==> config.mk <==
export PLATFORM = sky130hd
export DESIGN_NAME = vga_fb_arbiter
export DESIGN_NICKNAME = d
export VERILOG_FILES = /design/src/rtl/vga_fb_arbiter.sv
export SDC_FILE = /design/constraint.sdc
export NUM_CORES = 1
export LEC_CHECK = 0
export ABC_AREA = 0
export BUFFER_PORTS_ARGS = -buffer_cell sky130_fd_sc_hd__buf_2
export CORE_ASPECT_RATIO = 0.75
export CORE_MARGIN = 8
export CORE_UTILIZATION = 48
export CTS_CLUSTER_DIAMETER = 30
export DETAILED_ROUTE_END_ITERATION = 7
export PLACE_DENSITY_LB_ADDON = 0.25
export SLEW_MARGIN = 10
export SYNTH_ARGS = -nofsm -noshare
export SYNTH_HDL_FRONTEND = slang
export SYNTH_SLANG_ARGS = --single-unit
==> constraint.sdc <==
create_clock -name CLK -period 7.48 [get_ports CLK]
set_input_delay 1.122 -clock CLK [delete_from_list [all_inputs] [get_ports CLK]]
set_output_delay 1.122 -clock CLK [all_outputs]
set_load 0.05 [all_outputs]
==> src/rtl/vga_fb_arbiter.sv <==
// Framebuffer RAM arbiter: the VGA scanout owns the single-port RAM in fixed fetch slots,
// and the MCU REQ/ACK port gets every other cycle.
module vga_fb_arbiter #(
  parameter int FB_COLS  = 80,
  parameter int FB_ROWS  = 60,
  parameter int COL_W    = 7,
  parameter int ROW_W    = 6,
  parameter int SCALE_SH = 3,
  parameter int H_TOTAL  = 800,
  parameter int V_TOTAL  = 525,
  localparam int ADDR_W  = ROW_W + COL_W
) (
  input  logic              CLK,
  input  logic              RST_N,
  input  logic [9:0]        ROW,
  input  logic [9:0]        COLUMN,
  output logic [2:0]        RED,
  output logic [2:0]        GREEN,
  output logic [1:0]        BLUE,
  input  logic              CPU_REQ,
  input  logic              CPU_WE,
  input  logic [ADDR_W-1:0] CPU_ADDR,
  input  logic [7:0]        CPU_WDATA,
  output logic [7:0]        CPU_RDATA,
  output logic              CPU_ACK,
  output logic [ADDR_W-1:0] FB_ADDR,
  output logic              FB_WE,
  output logic [7:0]        FB_WDATA,
  input  logic [7:0]        FB_RDATA
);

  localparam int                VIS_ROWS = FB_ROWS << SCALE_SH;
  localparam logic [SCALE_SH-1:0] FETCH_PH = SCALE_SH'((1 << SCALE_SH) - 2);

  typedef enum logic [1:0] {
    ST_IDLE = 2'd0,
    ST_WAIT = 2'd1,
    ST_ACK  = 2'd2
  } state_t;

  state_t              state_r;
  state_t              state_s;
  logic                scan_d_r;
  logic [7:0]          pix_r;
  logic [7:0]          cpu_rdata_r;
  logic                cpu_ack_r;
  logic                rd_ok_r;

  logic [9:0]          col_cell_s;
  logic [9:0]          next_cell_s;
  logic [9:0]          next_row_s;
  logic                scan_slot_s;
  logic                scan_go_s;
  logic [ADDR_W-1:0]   scan_addr_s;
  logic                issue_s;
  logic                cpu_in_range_s;
  logic [ADDR_W-1:0]   fb_addr_s;
  logic                fb_we_s;
  logic [7:0]          fb_wdata_s;

  // True when {row_idx, col_idx} names a real framebuffer cell.
  function automatic logic addr_in_range(input logic [ADDR_W-1:0] a);
    logic [ROW_W-1:0] r;
    logic [COL_W-1:0] c;
    r = a[ADDR_W-1:COL_W];
    c = a[COL_W-1:0];
    return (32'(c) < FB_COLS) && (32'(r) < FB_ROWS);
  endfunction

  // Scan fetch slot decode: mid-cell prefetch of the next cell, or end-of-line prefetch of the next row.
  always_comb begin
    col_cell_s  = COLUMN >> SCALE_SH;
    next_cell_s = col_cell_s + 10'd1;
    next_row_s  = (ROW == 10'(V_TOTAL - 1)) ? 10'd0 : ROW + 10'd1;
    scan_slot_s = 1'b0;
    scan_addr_s = {ADDR_W{1'b0}};
    if (COLUMN == 10'(H_TOTAL - 2)) begin
      if (next_row_s < 10'(VIS_ROWS)) begin
        scan_slot_s = 1'b1;
        scan_addr_s = {ROW_W'(next_row_s >> SCALE_SH), {COL_W{1'b0}}};
      end else begin
        scan_slot_s = 1'b0;
      end
    end else if ((ROW < 10'(VIS_ROWS)) && (COLUMN[SCALE_SH-1:0] == FETCH_PH) &&
                 (next_cell_s < 10'(FB_COLS))) begin
      scan_slot_s = 1'b1;
      scan_addr_s = {ROW_W'(ROW >> SCALE_SH), next_cell_s[COL_W-1:0]};
    end else begin
      scan_slot_s = 1'b0;
    end
    // Nothing reaches the RAM while reset is held.
    scan_go_s = scan_slot_s && RST_N;
  end

  // MCU FSM next state plus the RAM port mux; scanout always wins its slot.
  always_comb begin
    state_s        = state_r;
    issue_s        = 1'b0;
    cpu_in_range_s = addr_in_range(CPU_ADDR);
    fb_addr_s      = {ADDR_W{1'b0}};
    fb_we_s        = 1'b0;
    fb_wdata_s     = 8'h00;
    case (state_r)
      ST_IDLE: begin
        if (CPU_REQ && !scan_slot_s && RST_N) begin
          issue_s = 1'b1;
          state_s = ST_WAIT;
        end else begin
          state_s = ST_IDLE;
        end
      end
      ST_WAIT: state_s = ST_ACK;
      ST_ACK:  state_s = ST_IDLE;
      default: state_s = ST_IDLE;
    endcase
    if (scan_go_s) begin
      fb_addr_s = scan_addr_s;
    end else if (issue_s) begin
      fb_addr_s  = CPU_ADDR;
      fb_we_s    = CPU_WE && cpu_in_range_s;
      fb_wdata_s = CPU_WDATA;
    end else begin
      fb_addr_s = {ADDR_W{1'b0}};
    end
  end

  // State, pixel capture and MCU response registers.
  always_ff @(posedge CLK or negedge RST_N) begin
    if (!RST_N) begin
      state_r     <= ST_IDLE;
      scan_d_r    <= 1'b0;
      pix_r       <= 8'h00;
      cpu_rdata_r <= 8'h00;
      cpu_ack_r   <= 1'b0;
      rd_ok_r     <= 1'b0;
    end else begin
      state_r   <= state_s;
      scan_d_r  <= scan_go_s;
      cpu_ack_r <= (state_r == ST_WAIT);
      if (scan_d_r) begin
        pix_r <= FB_RDATA;
      end
      if (issue_s) begin
        rd_ok_r <= !CPU_WE && cpu_in_range_s;
      end
      // FB_RDATA in WAIT belongs to the MCU access issued the cycle before.
      if (state_r == ST_WAIT) begin
        cpu_rdata_r <= rd_ok_r ? FB_RDATA : 8'h00;
      end
    end
  end

  assign RED       = pix_r[7:5];
  assign GREEN     = pix_r[4:2];
  assign BLUE      = pix_r[1:0];
  assign CPU_RDATA = cpu_rdata_r;
  assign CPU_ACK   = cpu_ack_r;
  assign FB_ADDR   = fb_addr_s;
  assign FB_WE     = fb_we_s;
  assign FB_WDATA  = fb_wdata_s;

endmodule
==> flow_summary.ini, run 1 <==
[placement]
numPortBuffers = 91
dp_slack_ns = 2.81
hpwl_um = 4290
place.gp.congestion = 0.937

[pwr]
leakagePower_nw = 1.05
comb_power_share_pct = 53.6
power_frac_seq_pct = 32.4
p_switching_w = 0.000242
switching_share_pct = 50.6
p_per_area_nw_per_um2 = 223
internal_power_w = 0.000236
max-vdd-ir-drop_v = 0.000204
p_clk_share_pct = 14.0

[cells_and_area]
layout_common_cells = buf_2 (91), nand2_1 (32), dfrtp_1 (20)
diodes = 0
nets = 340
area_growth_syn_to_layout_pct = 29.8
final_common_cell = buf_2
drive_gt1_share_pct = 38.7

[timing]
tightestPinTransition_ns = 0.922
hold_violations = 0
fmaxAchievable_ghz = 0.213
setup_violations = 0
rsz0062_at_grt = no
min_period_ns = 4.68
fin_worst_skew_ns = 0.000711
setup_ws_ns = 2.80
timing.final.crit_share_pct = 62.6
timing.setup.tns_ns = 0
slew_headroom_pct = 37.9
slew_violations = 0

[setup_path]
worstSetupStartpointType = input port
path_class = input port to output pin
cp.required_ns = 6.36
critPathCaptureType = output pin
cp.arrival_ns = 3.56
crit_fanout = 12

[routing]
routed_wl_um = 5220
routed_via_density = 5.85
vias = 1896
drtIter0Drc = 131
wire_per_inst_um = 16.1
drt-pass1-iter-count = 6
final_antenna_net_count = 0
drcViolationCount = 0

[cts]
clock-sinks = 20
root_buffer = clkbuf_8
cts_made_buffers = 3
post_cts_buffers = 0
cts_max_path_buffers = 2
path_clk_slew_ns = 0.06
cts_hold_buffers = 0
cts_tree = yes
htree_levels = 1
clk_latency_ns = 0.25
cts_resized = 0

[logic_synthesis]
synthTopCellsByArea = dfrtp_1 (30%), nand2_1 (7.3%), o21ai_0 (5.8%), mux2_2 (5.5%), a22oi_1 (4.5%)
yosys_warnings = 0
yosysSeqAreaShare_pct = 30.3
async_flop_share_pct = 100
netlist.area_leader.share_pct = 30.3
syn-num-nets = 257
synth_cell_types = 47
yosysTopAreaCell = dfrtp_1
synth_cells = 203
avgSynthCellArea_um2 = 8.14
synth.cell_area_um2 = 1650
synth-main-ff-cell = dfrtp_1
synth_edf_count = 0
ys_ff_latch = 20

[global_routing]
overflow = 0
antenna_found_initial = 0
grtUsageTotal_pct = 17.6
grt_start_max_net_pins = 23
grt_pass1_vias = 1823
grt_pass1_wl_um = 8310

[floorplan]
die_w_um = 83.7
rows = 18
start_util_pct = 50.2
die-height_um = 66.8
io_pins = 92
core_area_um2 = 3290
die-area_um2 = 5590

[job]
maxCapViolations = 0

[worst_hold_path]
worstHoldPathType = flop to flop

[status]
status = finished clean
==> worst max-delay path, cell delays in order <==
cell and delay (ns):
buf_2 0.14, or4_4 0.53, o41ai_2 0.29, o211ai_1 0.32
o211ai_1 0.70, a21boi_0 0.19, buf_2 0.27
==> synthesized netlist by cell type, types with 2 or more instances <==
| cell | n |
|---|---|
| nand2_1 | 32 |
| dfrtp_1 | 20 |
| o21ai_0 | 19 |
| a22oi_1 | 10 |
| clkbuf_1 | 10 |
| a21boi_0 | 8 |
| inv_1 | 8 |
| mux2_2 | 8 |
| nand3_1 | 8 |
| nand4_1 | 8 |
| nor2_1 | 7 |
| xnor2_1 | 6 |
| o211ai_1 | 5 |
| o2111ai_1 | 4 |
| or3_1 | 4 |
| or4_1 | 4 |
| and4_1 | 3 |
| nand2b_1 | 3 |
| xor2_1 | 3 |
| a21oi_1 | 2 |
| buf_6 | 2 |
| nor3_1 | 2 |
| or2_2 | 2 |
| or4b_2 | 2 |
==> final timing paths <==
path | from | to | slack (ns) | depth (start not counted)
worst max-delay path | ROW[6] | FB_WDATA[5] | 2.80 | 7
worst min-delay path | CPU_RDATA[6] | CPU_RDATA[6] | 0.47 | 2
worst max register to register | CPU_ACK | rd_ok_r | 5.67 | 5
worst min register to register | CPU_RDATA[6] | CPU_RDATA[6] | 0.47 | 2
max in group asynchronous | RST_N | pix_r[7] | 6.36 | 1
min in group asynchronous | RST_N | CPU_RDATA[6] | 0.81 | 1
==> state kept, by name (all words and copies together), names as in the netlist <==
| signal | cells |
|---|---|
| pix_r | 8 |
| CPU_ACK | 1 |
| CPU_RDATA | 8 |
| rd_ok_r | 1 |
| scan_d_r | 1 |
| state_r | 1 |
==> cells by family after synthesis <==
family / synth area share [%]
AO/OA/AOI/OAI: 25.8
multiplexers: 5.45
flip-flops: 30.3
adder cells (fa/ha/maj): 0.757
XOR/XNOR: 4.77
buffers and inverters: 5.98
AND/OR/NAND/NOR: 27.0
==> metal layers <==
metal	global-route usage, %	wire, um	vias up
li1	-	-	929
met1	22.7	2380	873
met2	28.0	2310	88
met3	5.97	480	6
met4	3.86	44	0
met5	0	0	-
==> power by group through the flow <==
stage	combinational (W)	clock (W)	sequential (W)
after floorplan	0.000100	0	0.000241
after global placement	0.000256	0	0.000155
after detailed placement	0.000258	0	0.000157
after CTS	0.000258	0.0000692	0.000155
after global routing	0.000272	0.0000725	0.000159
final	0.000256	0.0000668	0.000155
==> through the flow <==
stage	utilization, %	hold slack [ns]	instances	area (um2)	total power, W
global placement	63.9	0.457	321	2100	0.000410
floorplan	-	0.631	203	1650	0.000341
detailed placement	63.9	0.466	321	2100	0.000415
finish	65.2	0.473	324	2140	0.000478
global route	65.2	0.510	324	2140	0.000504
CTS	65.2	0.481	324	2140	0.000482
==> layout make-up <==
type | count | area [um2]
Clock buffer | 3 | 41.3
Fill cell | 298 | 1140
Inverter | 8 | 30.0
Multi-Input combinational cell | 161 | 1060
Sequential cell | 20 | 500
Tap cell | 40 | 50.0
Timing Repair Buffer | 92 | 463
Power figures use the tool's default switching activity.
==> inputs of run 2 (changes only) <==
CORE_UTILIZATION = 45   (was 48)
clock period = 4.7 ns   (was 7.48 ns; I/O delays follow)
==> run 2 against run 1 <==
  * Non-clock buffer count is the same
  * Clock-buffer cell count is the same
  * Utilization shrank 4.2 points
  * Sequential cell count is the same
  * Global-route usage shrank 1.3 points
  * Largest cell class unchanged
  * First-iteration DRC count shrank 52%
  * Wire length shrank 5.6%
  * Critical path depth is the same
  * Register-to-register slack lost 2.8 ns
  * Hold slack lost 0.089 ns
  * Clock power grew to 2.6 times the previous value
==> flow_summary.ini, run 2 (synthesized netlist as in run 1, its figures left out) <==
[routing]
routed_via_density = 5.54
drt-pass1-iter-count = 4
final_antenna_net_count = 0
routed_wl_um = 4930
vias = 1868
drcViolationCount = 0
drtIter0Drc = 63
wire_per_inst_um = 14.6

[placement]
dpl.cell_count = 333
place.gp.congestion = 0.892
numPortBuffers = 91
hpwl_um = 3970

[cts]
cts_max_path_buffers = 2
post_cts_buffers = 0
cts_made_buffers = 3
cts_hold_buffers = 0
cts_resized = 0
root_buffer = clkbuf_8
cts_tree = yes
path_clk_slew_ns = 0.08
clk_latency_ns = 0.26
htree_levels = 1
clock-sinks = 20

[cells_and_area]
drive_gt1_share_pct = 38.9
layout_common_cells = buf_2 (91), nand2_1 (32), dfrtp_1 (20)
nets = 340
stdcell_count = 337
final_common_cell = buf_2
diodes = 0
area_growth_syn_to_layout_pct = 32.5

[setup_path]
critPathCaptureType = output pin
cp.arrival_ns = 3.19
path_class = input port to output pin
ff2ff_setup_slack_ns = 2.88
crit_fanout = 12
worstSetupStartpointType = input port
cp.required_ns = 3.99

[global_routing]
grtUsageTotal_pct = 16.3
grt_start_max_net_pins = 23
grt_pass1_wl_um = 7880
grt_pass1_vias = 1773
overflow = 0
antenna_found_initial = 0

[floorplan]
rows = 19
io_pins = 92
die-area_um2 = 5880
die_w_um = 86.0
start_util_pct = 46.0
die-height_um = 68.5
core_area_um2 = 3590

[timing]
min_period_ns = 3.89
rsz0062_at_grt = no
setup_violations = 0
timing.setup.tns_ns = 0
timing.final.crit_share_pct = 82.9
fmaxAchievable_ghz = 0.257
tightestPinTransition_ns = 0.967
fin_worst_skew_ns = 0.00890
slew_headroom_pct = 34.9
slew_violations = 0
hold_violations = 0

[pwr]
p_per_area_nw_per_um2 = 376
p_total_w = 0.000822
max-vdd-ir-drop_v = 0.000237
leakagePower_nw = 1.07

[status]
status = finished clean

[worst_hold_path]
worstHoldPathType = input port to async pin

[job]
maxCapViolations = 0
-- run 2: final timing paths --
check,startpoint,end,depth (start not counted)
max reg2reg,CPU_ACK,rd_ok_r,5
max in group asynchronous,RST_N,CPU_ACK,1
min in group CLK,CPU_RDATA[2],CPU_RDATA[2],2
max,ROW[6],FB_WDATA[0],7
min reg2reg,CPU_RDATA[2],CPU_RDATA[2],2
min,RST_N,CPU_RDATA[0],1
-- run 2: per-stage QoR --
step | setup slack [ns] | utilization [%] | area, um2 | hold WS (ns)
final | 0.805 | 61.0 | 2190 | 0.384
after global placement | 0.900 | 59.0 | 2120 | 0.455
after CTS | 0.784 | 61.0 | 2190 | 0.402
after global routing | 0.566 | 61.0 | 2190 | 0.430
after detailed placement | 0.799 | 59.0 | 2120 | 0.467
after floorplan | 0.777 | - | 1650 | 0.409
-- run 2: metal layers --
| metal | vias to the layer above | wire length, um | GRT usage [%] |
|---|---|---|---|
| met5 | - | 0 | 0 |
| met4 | 0 | 48 | 5.00 |
| met3 | 4 | 417 | 3.84 |
| met2 | 64 | 2300 | 28.3 |
| met1 | 872 | 2160 | 19.8 |
| li1 | 928 | - | - |
-- run 2: cell type report --
class / instances / area (um2)
clock buffers: 3 / 41.3
clock inverters: 1 / 30.0
fillers: 338 / 1400
inverters: 8 / 30.0
multi-input cells: 161 / 1060
flip-flops and latches: 20 / 500
well taps: 52 / 65.1
repair buffers: 92 / 463
-- run 2: power by group --
group / switching [W] / internal, W / leakage, nW
Sequential: 0.0000293 / 0.000216 / 0.260
Combinational: 0.000303 / 0.000102 / 0.772
Clock: 0.0000579 / 0.000114 / 0.0357
-- run 2: critical path, cell delays in order --
cell,delay [ns]
buf_2,0.14
or4_4,0.54
o41ai_2,0.29
o211ai_1,0.33
o211ai_1,0.72
a21boi_0,0.19
buf_2,0.27
